## config.mk

```make
export PLATFORM = sky130hd
export DESIGN_NAME = ps2_pad_responder
export DESIGN_NICKNAME = d
export VERILOG_FILES = /design/src/rtl/ps2_pad_responder.sv
export SDC_FILE = /design/constraint.sdc
export NUM_CORES = 1
export LEC_CHECK = 0
export ABC_CLOCK_PERIOD_IN_PS = 6700
export CORE_ASPECT_RATIO = 0.5
export CORE_MARGIN = 2
export CORE_UTILIZATION = 55
export CTS_CLUSTER_SIZE = 24
export DETAILED_ROUTE_END_ITERATION = 7
export HOLD_SLACK_MARGIN = 0.03
export PLACE_DENSITY = 0.8
export SLEW_MARGIN = 25
export SYNTH_ARGS = -nofsm -noshare
export SYNTH_HDL_FRONTEND = slang
export SYNTH_SLANG_ARGS = --single-unit
```

## constraint.sdc

```tcl
create_clock -name CLK_40M -period 6.7 [get_ports CLK_40M]
set_clock_uncertainty 0.15 [all_clocks]
set_input_delay 1.675 -clock CLK_40M [delete_from_list [all_inputs] [get_ports CLK_40M]]
set_output_delay 1.675 -clock CLK_40M [all_outputs]
set_load 0.05 [all_outputs]
```

## src/rtl/ps2_pad_responder.sv

```systemverilog
// ps2_pad_responder: device end of the PS2 gamepad link, emulating an analog pad.
// Answers each host poll with the 9-byte frame built from a snapshot of the button/stick inputs.
module ps2_pad_responder #(
    parameter int         SYNC_STAGES = 2,
    parameter int         ACK_CYCLES  = 120,
    parameter logic [7:0] PAD_ID      = 8'h73,
    parameter int         NUM_BYTES   = 9
) (
    input  logic        CLK_40M,
    input  logic        rst,
    input  logic        scs,
    input  logic        sclk,
    input  logic        cmd,
    output logic        dat,
    output logic        ack_n,
    input  logic [15:0] buttons,
    input  logic [7:0]  rx,
    input  logic [7:0]  ry,
    input  logic [7:0]  lx,
    input  logic [7:0]  ly,
    output logic        frame_done,
    output logic        cmd_err
);

    localparam int BW = $clog2(NUM_BYTES + 1);
    localparam int AW = $clog2(ACK_CYCLES + 1);
    localparam logic [BW-1:0] LAST_BYTE = BW'(NUM_BYTES);
    localparam logic [AW-1:0] ACK_LAST  = AW'(ACK_CYCLES - 1);

    typedef enum logic [1:0] {IDLE, SHIFT, ACK, DRAIN} state_t;

    logic [SYNC_STAGES-1:0] r_scsSync;
    logic [SYNC_STAGES-1:0] r_sclkSync;
    logic [SYNC_STAGES-1:0] r_cmdSync;
    logic                   r_scsPrev;
    logic                   r_sclkPrev;

    logic w_scs;
    logic w_sclk;
    logic w_cmd;
    logic w_scsFall;
    logic w_scsRise;
    logic w_sclkRise;

    state_t          r_state;
    logic            r_dat;
    logic            r_ackN;
    logic            r_frameDone;
    logic            r_cmdErr;
    logic [2:0]      r_bitCnt;
    logic [BW-1:0]   r_byteCnt;
    logic [AW-1:0]   r_ackCnt;
    logic [6:0]      r_rxShift;
    logic [7:0]      r_txByte;
    logic [15:0]     r_snapBtn;
    logic [7:0]      r_snapRx;
    logic [7:0]      r_snapRy;
    logic [7:0]      r_snapLx;
    logic [7:0]      r_snapLy;

    logic [7:0]      w_rxByte;
    logic [2:0]      w_bitNext;
    logic [BW-1:0]   w_byteNext;
    logic [7:0]      w_nextByteVal;
    logic            w_hdrBad;

    always_ff @(posedge CLK_40M) begin
        if (!rst) begin
            r_scsSync  <= '1;
            r_sclkSync <= '1;
            r_cmdSync  <= '1;
            r_scsPrev  <= 1'b1;
            r_sclkPrev <= 1'b1;
        end else begin
            r_scsSync  <= {r_scsSync[SYNC_STAGES-2:0], scs};
            r_sclkSync <= {r_sclkSync[SYNC_STAGES-2:0], sclk};
            r_cmdSync  <= {r_cmdSync[SYNC_STAGES-2:0], cmd};
            r_scsPrev  <= w_scs;
            r_sclkPrev <= w_sclk;
        end
    end

    assign w_scs      = r_scsSync[SYNC_STAGES-1];
    assign w_sclk     = r_sclkSync[SYNC_STAGES-1];
    assign w_cmd      = r_cmdSync[SYNC_STAGES-1];
    assign w_scsFall  = r_scsPrev & ~w_scs;
    assign w_scsRise  = ~r_scsPrev & w_scs;
    assign w_sclkRise = ~r_sclkPrev & w_sclk & ~w_scs;

    // The 8th cmd bit is still in the synchronizer when the byte completes, so splice it in directly.
    assign w_rxByte   = {w_cmd, r_rxShift};
    assign w_bitNext  = r_bitCnt + 3'd1;
    assign w_byteNext = r_byteCnt + BW'(1);
    assign w_hdrBad   = ((r_byteCnt == BW'(0)) && (w_rxByte != 8'h01)) ||
                        ((r_byteCnt == BW'(1)) && (w_rxByte != 8'h42));

    always_comb begin
        w_nextByteVal = 8'hFF;
        case (int'(w_byteNext))
            1:       w_nextByteVal = PAD_ID;
            2:       w_nextByteVal = 8'h5A;
            3:       w_nextByteVal = ~r_snapBtn[7:0];
            4:       w_nextByteVal = ~r_snapBtn[15:8];
            5:       w_nextByteVal = r_snapRx;
            6:       w_nextByteVal = r_snapRy;
            7:       w_nextByteVal = r_snapLx;
            8:       w_nextByteVal = r_snapLy;
            default: w_nextByteVal = 8'hFF;
        endcase
    end

    // Abort on scs rise outranks everything else, including a coincident sclk rise.
    always_ff @(posedge CLK_40M) begin
        if (!rst) begin
            r_state     <= IDLE;
            r_dat       <= 1'b1;
            r_ackN      <= 1'b1;
            r_frameDone <= 1'b0;
            r_cmdErr    <= 1'b0;
            r_bitCnt    <= '0;
            r_byteCnt   <= '0;
            r_ackCnt    <= '0;
            r_rxShift   <= '0;
            r_txByte    <= 8'hFF;
            r_snapBtn   <= '0;
            r_snapRx    <= '0;
            r_snapRy    <= '0;
            r_snapLx    <= '0;
            r_snapLy    <= '0;
        end else begin
            r_frameDone <= 1'b0;
            r_cmdErr    <= 1'b0;
            if (w_scsRise) begin
                r_state <= IDLE;
                r_dat   <= 1'b1;
                r_ackN  <= 1'b1;
            end else if (w_scsFall) begin
                r_snapBtn <= buttons;
                r_snapRx  <= rx;
                r_snapRy  <= ry;
                r_snapLx  <= lx;
                r_snapLy  <= ly;
                r_byteCnt <= '0;
                r_bitCnt  <= '0;
                r_ackCnt  <= '0;
                r_rxShift <= '0;
                r_txByte  <= 8'hFF;
                r_dat     <= 1'b1;
                r_ackN    <= 1'b1;
                r_state   <= SHIFT;
            end else begin
                case (r_state)
                    IDLE: begin
                        r_dat  <= 1'b1;
                        r_ackN <= 1'b1;
                    end
                    SHIFT, ACK: begin
                        if (r_state == ACK) begin
                            if (r_ackCnt == ACK_LAST) begin
                                r_ackN  <= 1'b1;
                                r_state <= SHIFT;
                            end else begin
                                r_ackCnt <= r_ackCnt + AW'(1);
                            end
                        end
                        if (w_sclkRise) begin
                            r_ackN    <= 1'b1;
                            r_rxShift <= {w_cmd, r_rxShift[6:1]};
                            if (r_bitCnt == 3'd7) begin
                                r_bitCnt  <= '0;
                                r_byteCnt <= w_byteNext;
                                if (w_hdrBad) begin
                                    r_cmdErr <= 1'b1;
                                    r_dat    <= 1'b1;
                                    r_state  <= DRAIN;
                                end else if (w_byteNext == LAST_BYTE) begin
                                    r_frameDone <= 1'b1;
                                    r_dat       <= 1'b1;
                                    r_state     <= DRAIN;
                                end else begin
                                    r_txByte <= w_nextByteVal;
                                    r_dat    <= w_nextByteVal[0];
                                    r_ackN   <= 1'b0;
                                    r_ackCnt <= '0;
                                    r_state  <= ACK;
                                end
                            end else begin
                                r_bitCnt <= w_bitNext;
                                r_dat    <= r_txByte[w_bitNext];
                                r_state  <= SHIFT;
                            end
                        end
                    end
                    DRAIN: begin
                        r_dat  <= 1'b1;
                        r_ackN <= 1'b1;
                    end
                    default: begin
                        r_state <= IDLE;
                        r_dat   <= 1'b1;
                        r_ackN  <= 1'b1;
                    end
                endcase
            end
        end
    end

    assign dat        = r_dat;
    assign ack_n      = r_ackN;
    assign frame_done = r_frameDone;
    assign cmd_err    = r_cmdErr;

endmodule
```

==> impl_metrics.py, run 1 <==
metrics = {
    "placement": {
        "gp_congestion": 0.860,
        "dp_slack_ns": 2.67,
        "dp_hpwl_mm": 6.18,
        "portBuffers": 56,
        "dpl_cell_area_um2": 4740,
    },
    "grt": {
        "grt_pass1_wl_mm": 15.2,
        "grt_util_all_layers_pct": 23.4,
        "grt.overflow.total": 0,
        "grt_max_degree": 67,
        "grt_pass1_vias": 3166,
        "antenna_found_initial": 0,
    },
    "critical_path": {
        "cpMaxStageDelayCell": "clkdlybuf4s50_1",
        "critPathMaxFanout": 17,
        "crit_path_start_kind": "input pin",
        "worstPathRequired_ns": 6.78,
        "cp_cell_sequence": "clkdlybuf4s50_1 > inv_2 > or3_1 > or4_4 > o32a_1",
        "r2r_slack_ns": 3.12,
        "critPathKind": "in -> reg",
        "worstSetupEndpointType": "flop",
        "max_stage_delay_ns": 0.84,
        "cp.arrival_ns": 3.78,
    },
    "drt": {
        "wl_met3_um": 418,
        "met1_length_mm": 4.47,
        "avgViaCountPerCell": 5.70,
        "wl_per_cell_um": 15.0,
        "final_antenna_net_count": 0,
        "drt-pass1-iter-count": 5,
        "top_layer": "met4",
        "drt-total-wl_mm": 9.18,
        "drc": 0,
        "wl_met2_mm": 4.14,
        "drtIter0Drc": 281,
        "num_vias": 3480,
    },
    "floorplan": {
        "fp.coreArea_um2": 7320,
        "rows": 22,
        "io_pins": 57,
        "start_util_pct": 56.7,
        "die_h_um": 65.4,
        "dieArea_um2": 8300,
        "die_x_um": 127,
    },
    "yosys": {
        "synth-warning-count": 0,
        "syn_area_per_cell_um2": 8.91,
        "synth.distinct_cells": 49,
        "syn_area_um2": 4150,
        "ys_ff_latch": 91,
        "syn_inst": 466,
        "yosysSeqAreaShare_pct": 43.9,
        "syn-num-nets": 531,
    },
    "sta": {
        "layout_min_cycle_time_ns": 3.71,
        "fin_crit_sh_pct": 55.3,
        "slew_headroom_pct": 35.0,
        "worstMarginPinSlew_ns": 0.975,
        "setup_viol": 0,
        "hold_violations": 0,
        "rsz0062_at_grt": "no",
        "fin_tns_setup_ns": 0,
        "slew_viol_final": 0,
        "max_freq_mhz": 270,
        "setup_ws_ns": 2.99,
    },
    "power": {
        "ir_drop_mv": 0.153,
        "power_density_nw_per_um2": 232,
        "leakagePower_nw": 1.82,
    },
    "finish": {
        "fin_area_um2": 5050,
        "antennaDiodeCount": 0,
        "nNetsFinal": 574,
        "fill_cells": 578,
        "layout-drive-gt1-share_pct": 5.25,
        "syn_to_final_growth_pct": 21.5,
    },
    "status": {
        "status": "finished clean",
    },
    "clock_network": {
        "clk_path_buf_depth": 2,
        "path_clk_slew_ns": 0.06,
        "postCtsHoldBufs": 0,
        "htree_levels": 3,
        "cts_made_buffers": 9,
        "cts_root_buf": "clkbuf_16",
        "cts_resized": 0,
        "cts_setup_buffers": 0,
        "cts_tree": "built",
        "cts_num_sinks": 91,
        "insertion_delay_ns": 0.34,
    },
    "job": {
        "drv_cap": 0,
    },
    "min_path": {
        "min_path_type": "reg -> reg",
    },
}
[metal layers]
metal  global-route usage (%)  up-vias
met1                     30.9     1617
met3                     6.43       20
met5                        0        -
met2                     37.6       91
met4                     7.28        0
li1                         -     1752
[path summary, 6_finish.rpt]
| path | start | endpoint | cells past startpoint |
|---|---|---|---|
| max | rst | r_txByte[3] | 5 |
| min | r_sclkSync[0] | r_sclkSync[1] | 1 |
| max reg2reg | r_scsSync[1] | r_rxShift[1] | 8 |
| min reg2reg | r_sclkSync[0] | r_sclkSync[1] | 1 |
[through the flow]
| stage | hold slack (ns) | cells | power, mW | util (%) |
|---|---|---|---|---|
| final | 0.266 | 610 | 1.17 | 68.9 |
| after global routing | 0.290 | 610 | 1.21 | 68.9 |
| after CTS | 0.268 | 610 | 1.17 | 68.9 |
| after detailed placement | 0.247 | 594 | 0.653 | 64.7 |
| after global placement | 0.250 | 594 | 0.652 | 64.7 |
| after floorplan | 0.236 | 466 | 0.612 | - |
[cell usage after synthesis (all sizes together)]
cell | count | share of area [%]
nor4 | 1 | 0.15
xor2 | 1 | 0.21
a21o | 2 | 0.36
buf | 8 | 1.1
o21a | 1 | 0.18
nand2 | 41 | 3.8
dfxtp | 91 | 44
nor3 | 9 | 1.1
a21oi | 18 | 2.2
a2bb2oi | 3 | 0.63
nand3 | 12 | 1.4
nor4b | 2 | 0.42
a221oi | 7 | 1.5
mux4 | 2 | 1.1
mux2i | 53 | 13
clkbuf | 18 | 1.6
nor4bb | 1 | 0.24
or3 | 1 | 0.15
nand4b | 1 | 0.21
a31oi | 7 | 1.4
a22oi | 8 | 1.4
and2 | 2 | 0.30
o221ai | 4 | 0.84
o211ai | 5 | 1.1
o21ba | 1 | 0.24
o21ai | 26 | 3.1
nor3b | 2 | 0.48
nand2b | 11 | 1.7
o22a | 2 | 0.42
o32a | 2 | 0.48
inv | 11 | 0.99
o2bb2ai | 2 | 0.42
ha | 12 | 3.6
a211oi | 4 | 0.72
nand4 | 4 | 0.60
o211a | 1 | 0.24
a22o | 1 | 0.21
o22ai | 5 | 0.75
or4 | 2 | 0.45
nor2 | 82 | 7.4
[worst max-delay path: cells and delay by family]
| kind | cells | cell delay, ns |
|---|---|---|
| buffers and inverters | 2 | 0.90 |
| and+or+nand+nor | 2 | 0.84 |
| AOI/OAI and AO/OA | 1 | 0.36 |
[cells by family (layout without fill, tap and decap cells)]
kind of cell             count (synthesis)  count (layout)  share of synthesized area [%]
AO/OA/AOI/OAI                           99              99                           16.3
XOR/XNOR                                 1               1                          0.211
adder cells (fa/ha/maj)                 12              12                           3.62
buffers and inverters                   37              85                           3.74
flip-flops                              91              91                           43.9
multiplexers                            55              55                           13.9
AND/OR/NAND/NOR                        171             171                           18.4
[registers in the layout, indices dropped and copies added, names as in the netlist]
name	flops
r_scsPrev	1
r_state	2
r_sclkSync	2
r_snapRx	8
dat	1
r_sclkPrev	1
r_byteCnt	4
r_snapLx	8
r_snapLy	8
frame_done	1
r_snapRy	8
r_txByte	8
r_snapBtn	16
r_bitCnt	3
r_ackCnt	7
ack_n	1
r_scsSync	2
r_rxShift	7
cmd_err	1
r_cmdSync	2
[placed cells by master (no fill, tap or decap), drive strengths merged, types with 2 or more instances in the layout]
cell type	instances
a211oi	4
a21o	2
a21oi	18
a221oi	7
a22oi	8
a2bb2oi	3
a31oi	7
and2	2
buf	2
bufinv	2
clkbuf	11
clkdlybuf4s50	56
clkinv	2
dfxtp	91
ha	12
inv	11
mux2i	53
mux4	2
nand2	41
nand2b	11
nand3	12
nand4	4
nor2	82
nor3	9
nor3b	2
nor4b	2
o211ai	5
o21ai	26
o221ai	4
o22a	2
o22ai	5
o2bb2ai	2
o32a	2
or4	2
[power breakdown]
| part | leakage, nW | switching, mW | internal [mW] |
|---|---|---|---|
| clock | 0.150 | 0.203 | 0.326 |
| combinational | 0.932 | 0.0357 | 0.0452 |
| sequential | 0.739 | 0.00678 | 0.554 |
[area by class of cell]
cell class / instances / area [um^2] / area share, %
Clock buffer: 11 / 233 / 4.61
Clock inverter: 5 / 77.6 / 1.54
Inverter: 11 / 41.3 / 0.818
Multi-Input combinational cell: 338 / 2180 / 43.1
Sequential cell: 91 / 1820 / 36.1
Tap cell: 96 / 120 / 2.38
Timing Repair Buffer: 58 / 576 / 11.4
No activity file was read; power rests on OpenSTA's default activity.
==> inputs of run 2 (changes only) <==
- ABC_CLOCK_PERIOD_IN_PS: 6700 -> 3800
- clock period: 6.7 -> 3.8 ns (I/O delays scaled with it)
==> run 2 against run 1 <==
Setup slack got worse by 2.2 ns. Sequential power grew 76%. Core utilization is 0.12 points higher. First-iteration DRC count shrank 7.8%. Largest power group unchanged.
==> impl_metrics.py, run 2 (synthesis gave the netlist of run 1 again) <==
metrics = {
    "status": {
        "status": "finished clean",
    },
    "finish": {
        "largest-register": "r_snapBtn",
        "fin_area_um2": 5050,
        "multiInputGateArea_um2": 2180,
        "post-route-util_pct": 69.0,
        "regArea_um2": 1820,
        "mostFrequentLayoutCell": "dfxtp_1",
        "mostFrequentLayoutCells": "91 x dfxtp_1, 82 x nor2_1, 56 x clkdlybuf4s50_1",
        "antennaDiodeCount": 0,
        "largest_register_ffs": 16,
        "syn_to_final_growth_pct": 21.8,
        "nNetsFinal": 577,
        "fill_cells": 581,
        "layout-drive-gt1-share_pct": 5.80,
    },
    "clock_network": {
        "cts_setup_buffers": 0,
        "cts_num_sinks": 91,
        "cts_tree": "built",
        "clk_path_buf_depth": 2,
        "cts_resized": 0,
        "cts_made_buffers": 9,
        "htree_levels": 3,
        "insertion_delay_ns": 0.34,
        "path_clk_slew_ns": 0.06,
        "cts_root_buf": "clkbuf_16",
        "postCtsHoldBufs": 0,
    },
    "floorplan": {
        "dieArea_um2": 8300,
        "fp.coreArea_um2": 7320,
        "io_pins": 57,
        "start_util_pct": 56.7,
        "rows": 22,
        "die_x_um": 127,
        "die_h_um": 65.4,
    },
    "critical_path": {
        "endpoint": "r_txByte[3]",
        "worstSetupEndpointType": "flop",
        "reg2reg_from": "r_byteCnt[0]",
        "critPathMaxFanout": 14,
        "r2r_slack_ns": 0.83,
        "critPathKind": "reg -> reg",
        "worstPathRequired_ns": 3.88,
        "cp.arrival_ns": 3.06,
        "crit_path_start_kind": "flop",
        "crit_start": "r_byteCnt[0]",
        "reg2regPathDepth": 8,
        "reg2reg_to": "r_txByte[3]",
    },
    "sta": {
        "setup_viol": 0,
        "slew_headroom_pct": 42.7,
        "worstMarginPinSlew_ns": 0.860,
        "hold_violations": 0,
        "slew_viol_final": 0,
        "max_freq_mhz": 336,
        "fin_tns_setup_ns": 0,
        "fin_crit_sh_pct": 78.2,
        "rsz0062_at_grt": "no",
        "layout_min_cycle_time_ns": 2.97,
    },
    "placement": {
        "gp_congestion": 0.896,
        "dpl_cell_area_um2": 4760,
        "portBuffers": 56,
        "dp_hpwl_mm": 6.49,
    },
    "grt": {
        "grt.overflow.total": 0,
        "grt_pass1_vias": 3224,
        "grt_pass1_wl_mm": 15.7,
        "antenna_found_initial": 0,
        "grt_max_degree": 67,
        "grt_util_all_layers_pct": 24.2,
    },
    "drt": {
        "num_vias": 3515,
        "drtIter0Drc": 259,
        "drt-total-wl_mm": 9.47,
        "drt-pass1-iter-count": 4,
        "avgViaCountPerCell": 5.73,
        "final_antenna_net_count": 0,
        "drc": 0,
        "wl_per_cell_um": 15.4,
    },
    "power": {
        "ir_drop_mv": 0.224,
        "power_density_nw_per_um2": 399,
        "leakagePower_nw": 1.82,
    },
    "job": {
        "drv_cap": 0,
    },
    "min_path": {
        "min_path_type": "reg -> reg",
    },
}
run 2: changes by cell type in the layout (fill, tap and decap cells not counted), sizes merged:
cell      previous run  this run
clkbuf              11        12
bufinv               2         1
buf                  2         5
clkinv               2         1
clkinvlp             1         2
run 2: worst min path at each step:
stage	from	endpoint	slack (ns)	depth (start not counted)
after CTS	r_cmdSync[0]	r_cmdSync[1]	0.26	1
after detailed placement	r_cmdSync[0]	r_cmdSync[1]	0.25	1
after floorplan	r_cmdSync[0]	r_cmdSync[1]	0.24	1
after global placement	r_cmdSync[0]	r_cmdSync[1]	0.25	1
after global routing	r_cmdSync[0]	r_cmdSync[1]	0.27	1
final	r_cmdSync[0]	r_cmdSync[1]	0.26	1
run 2: layout make-up:
class | instances | share of cell area, %
clock buffer | 12 | 4.88
inverter | 11 | 0.817
tap | 96 | 2.38
clock inverter | 4 | 0.990
sequential | 91 | 36.0
multi-input combinational | 338 | 43.1
timing repair buffer | 61 | 11.8
run 2: report_power, final:
part           internal, mW  switching, mW
sequential            0.977         0.0129
combinational        0.0816         0.0625
clock                 0.527          0.358
run 2: per-stage QoR:
stage | hold slack [ns] | worst slack, ns | power, mW | instances
floorplan | 0.236 | 1.15 | 1.08 | 466
global placement | 0.247 | 0.851 | 1.15 | 597
detailed placement | 0.250 | 0.858 | 1.15 | 597
CTS | 0.263 | 0.848 | 2.02 | 613
global route | 0.267 | 0.688 | 2.08 | 613
finish | 0.259 | 0.827 | 2.02 | 613
run 2: routing by layer:
layer  global-route usage (%)  share of wire (%)  vias up
li1                         -                  -     1756
met1                     32.8                 48     1633
met2                     36.9                 44      113
met3                     7.25                6.6       13
met4                     8.93                1.5        0
met5                        0                  0        -
run 2: worst max-delay path, cell delays in order (launching register included):
cell and delay (ns):
dfxtp_1 0.54, inv_1 0.15, ha_1 0.24, nor4bb_1 0.27, o211ai_1 0.15, o211ai_2 0.17
a31oi_4 0.23, or4_4 0.60, o32a_1 0.36
==> inputs of run 3 (changes only) <==
- ABC_CLOCK_PERIOD_IN_PS: 3800 -> 3030
- clock period: 3.8 -> 3.03 ns (I/O delays scaled with it)
==> run 3 against run 2 <==
Sequential power grew 25%. Register-to-register slack lost 0.63 ns. Die area is the same. Final cell count grew 1.1%. Core utilization grew 0.80 points. Sequential share of layout area shrank 0.41 points. Critical path type unchanged. Critical endpoint unchanged. Largest power group unchanged. Highest routed layer unchanged.
==> impl_metrics.py, run 3 (synthesis gave the netlist of run 1 again) <==
metrics = {
    "clock_network": {
        "cts_resized": 0,
        "cts_tree": "built",
        "insertion_delay_ns": 0.34,
        "cts_setup_buffers": 0,
        "htree_levels": 3,
        "clk_path_buf_depth": 2,
        "cts_num_sinks": 91,
        "cts_made_buffers": 9,
        "path_clk_slew_ns": 0.06,
        "postCtsHoldBufs": 0,
        "cts_root_buf": "clkbuf_16",
    },
    "min_path": {
        "hp-start": "r_scsSync[0]",
        "min_path_type": "reg -> reg",
    },
    "sta": {
        "worstMarginPinSlew_ns": 0.811,
        "slew_viol_final": 0,
        "whs_ns": 0.269,
        "layout_min_cycle_time_ns": 2.84,
        "slew_headroom_pct": 45.5,
        "hold_violations": 0,
        "fin_tns_setup_ns": 0,
        "max_freq_mhz": 353,
        "fin_crit_sh_pct": 93.6,
        "setup_ws_ns": 0.193,
        "rsz0062_at_grt": "no",
        "setup_viol": 0,
    },
    "finish": {
        "mostFrequentLayoutCells": "91 x dfxtp_1, 82 x nor2_1, 56 x clkdlybuf4s50_1",
        "largest-register": "r_snapBtn",
        "fin_area_um2": 5110,
        "syn_to_final_growth_pct": 23.2,
        "nNetsFinal": 584,
        "largest_register_ffs": 16,
        "antennaDiodeCount": 0,
        "mostFrequentLayoutCell": "dfxtp_1",
        "post-route-util_pct": 69.8,
        "layout-drive-gt1-share_pct": 7.44,
        "stdcell_count": 620,
    },
    "drt": {
        "final_antenna_net_count": 0,
        "drc": 0,
        "avgViaCountPerCell": 5.74,
        "wl_per_cell_um": 15.7,
        "num_vias": 3560,
        "drt-total-wl_mm": 9.73,
        "drt-pass1-iter-count": 5,
        "drtIter0Drc": 311,
    },
    "job": {
        "drv_cap": 0,
    },
    "power": {
        "power_density_nw_per_um2": 499,
        "ir_drop_mv": 0.310,
        "p_total_mw": 2.55,
        "leakagePower_nw": 1.86,
    },
    "grt": {
        "grt_pass1_wl_mm": 15.9,
        "antenna_found_initial": 0,
        "grt.overflow.total": 0,
        "grt_pass1_vias": 3202,
        "grt_max_degree": 67,
        "grt_util_all_layers_pct": 24.5,
    },
    "critical_path": {
        "reg2reg_from": "r_byteCnt[0]",
        "critPathMaxFanout": 10,
        "crit_path_start_kind": "flop",
        "cp.arrival_ns": 2.92,
        "crit_start": "r_byteCnt[0]",
        "worstSetupEndpointType": "flop",
        "worstPathRequired_ns": 3.11,
        "critPathKind": "reg -> reg",
    },
    "placement": {
        "gp_congestion": 0.886,
        "dp_cells": 604,
        "portBuffers": 56,
        "dp_slack_ns": 0.239,
        "dpl_cell_area_um2": 4810,
        "dp_hpwl_mm": 6.62,
    },
    "floorplan": {
        "die_x_um": 127,
        "die_h_um": 65.4,
        "start_util_pct": 56.7,
        "fp.coreArea_um2": 7320,
        "rows": 22,
        "io_pins": 57,
        "dieArea_um2": 8300,
    },
    "status": {
        "status": "finished clean",
    },
}
[run 3: changes by cell type in the layout (fill, tap and decap cells not counted)]
| cell | before | now |
|---|---|---|
| inv_6 | 0 | 1 |
| clkbuf_1 | 2 | 0 |
| buf_4 | 5 | 12 |
| clkinv_2 | 1 | 2 |
[run 3: area by class of cell]
cell class / count / area (um^2)
Clock buffer: 10 / 239
Clock inverter: 6 / 63.8
Fill cell: 564 / 2210
Inverter: 11 / 41.3
Multi-Input combinational cell: 338 / 2180
Sequential cell: 91 / 1820
Tap cell: 96 / 120
Timing Repair Buffer: 68 / 651
[run 3: layer usage]
metal	part of all wire (%)	up-vias	global-route usage, %
met5	0	-	0
met4	1.1	0	7.14
met3	5.7	10	7.08
met2	45	120	38.6
met1	48	1662	33.0
li1	-	1768	-
[run 3: worst max-delay path, cell delays in order, from the launching register on]
cell,delay [ns]
dfxtp_1,0.54
inv_1,0.14
ha_1,0.25
nor4bb_1,0.25
o211ai_1,0.16
o211ai_2,0.18
a31oi_4,0.12
or4_4,0.57
o32a_1,0.35
[run 3: path summary, 6_finish.rpt]
path,slack [ns],depth (start not counted),to
min reg2reg,0.27,1,r_scsSync[1]
max reg2reg,0.19,8,r_txByte[3]
max,0.19,8,r_txByte[3]
min,0.27,1,r_scsSync[1]
[run 3: where the power goes]
part           total (mW)  leakage (nW)  internal (mW)  switching (mW)
sequential           1.24         0.739           1.22          0.0155
clock                1.13         0.145          0.661           0.467
combinational       0.184         0.981          0.104          0.0800
total                2.55          1.86           1.99           0.562
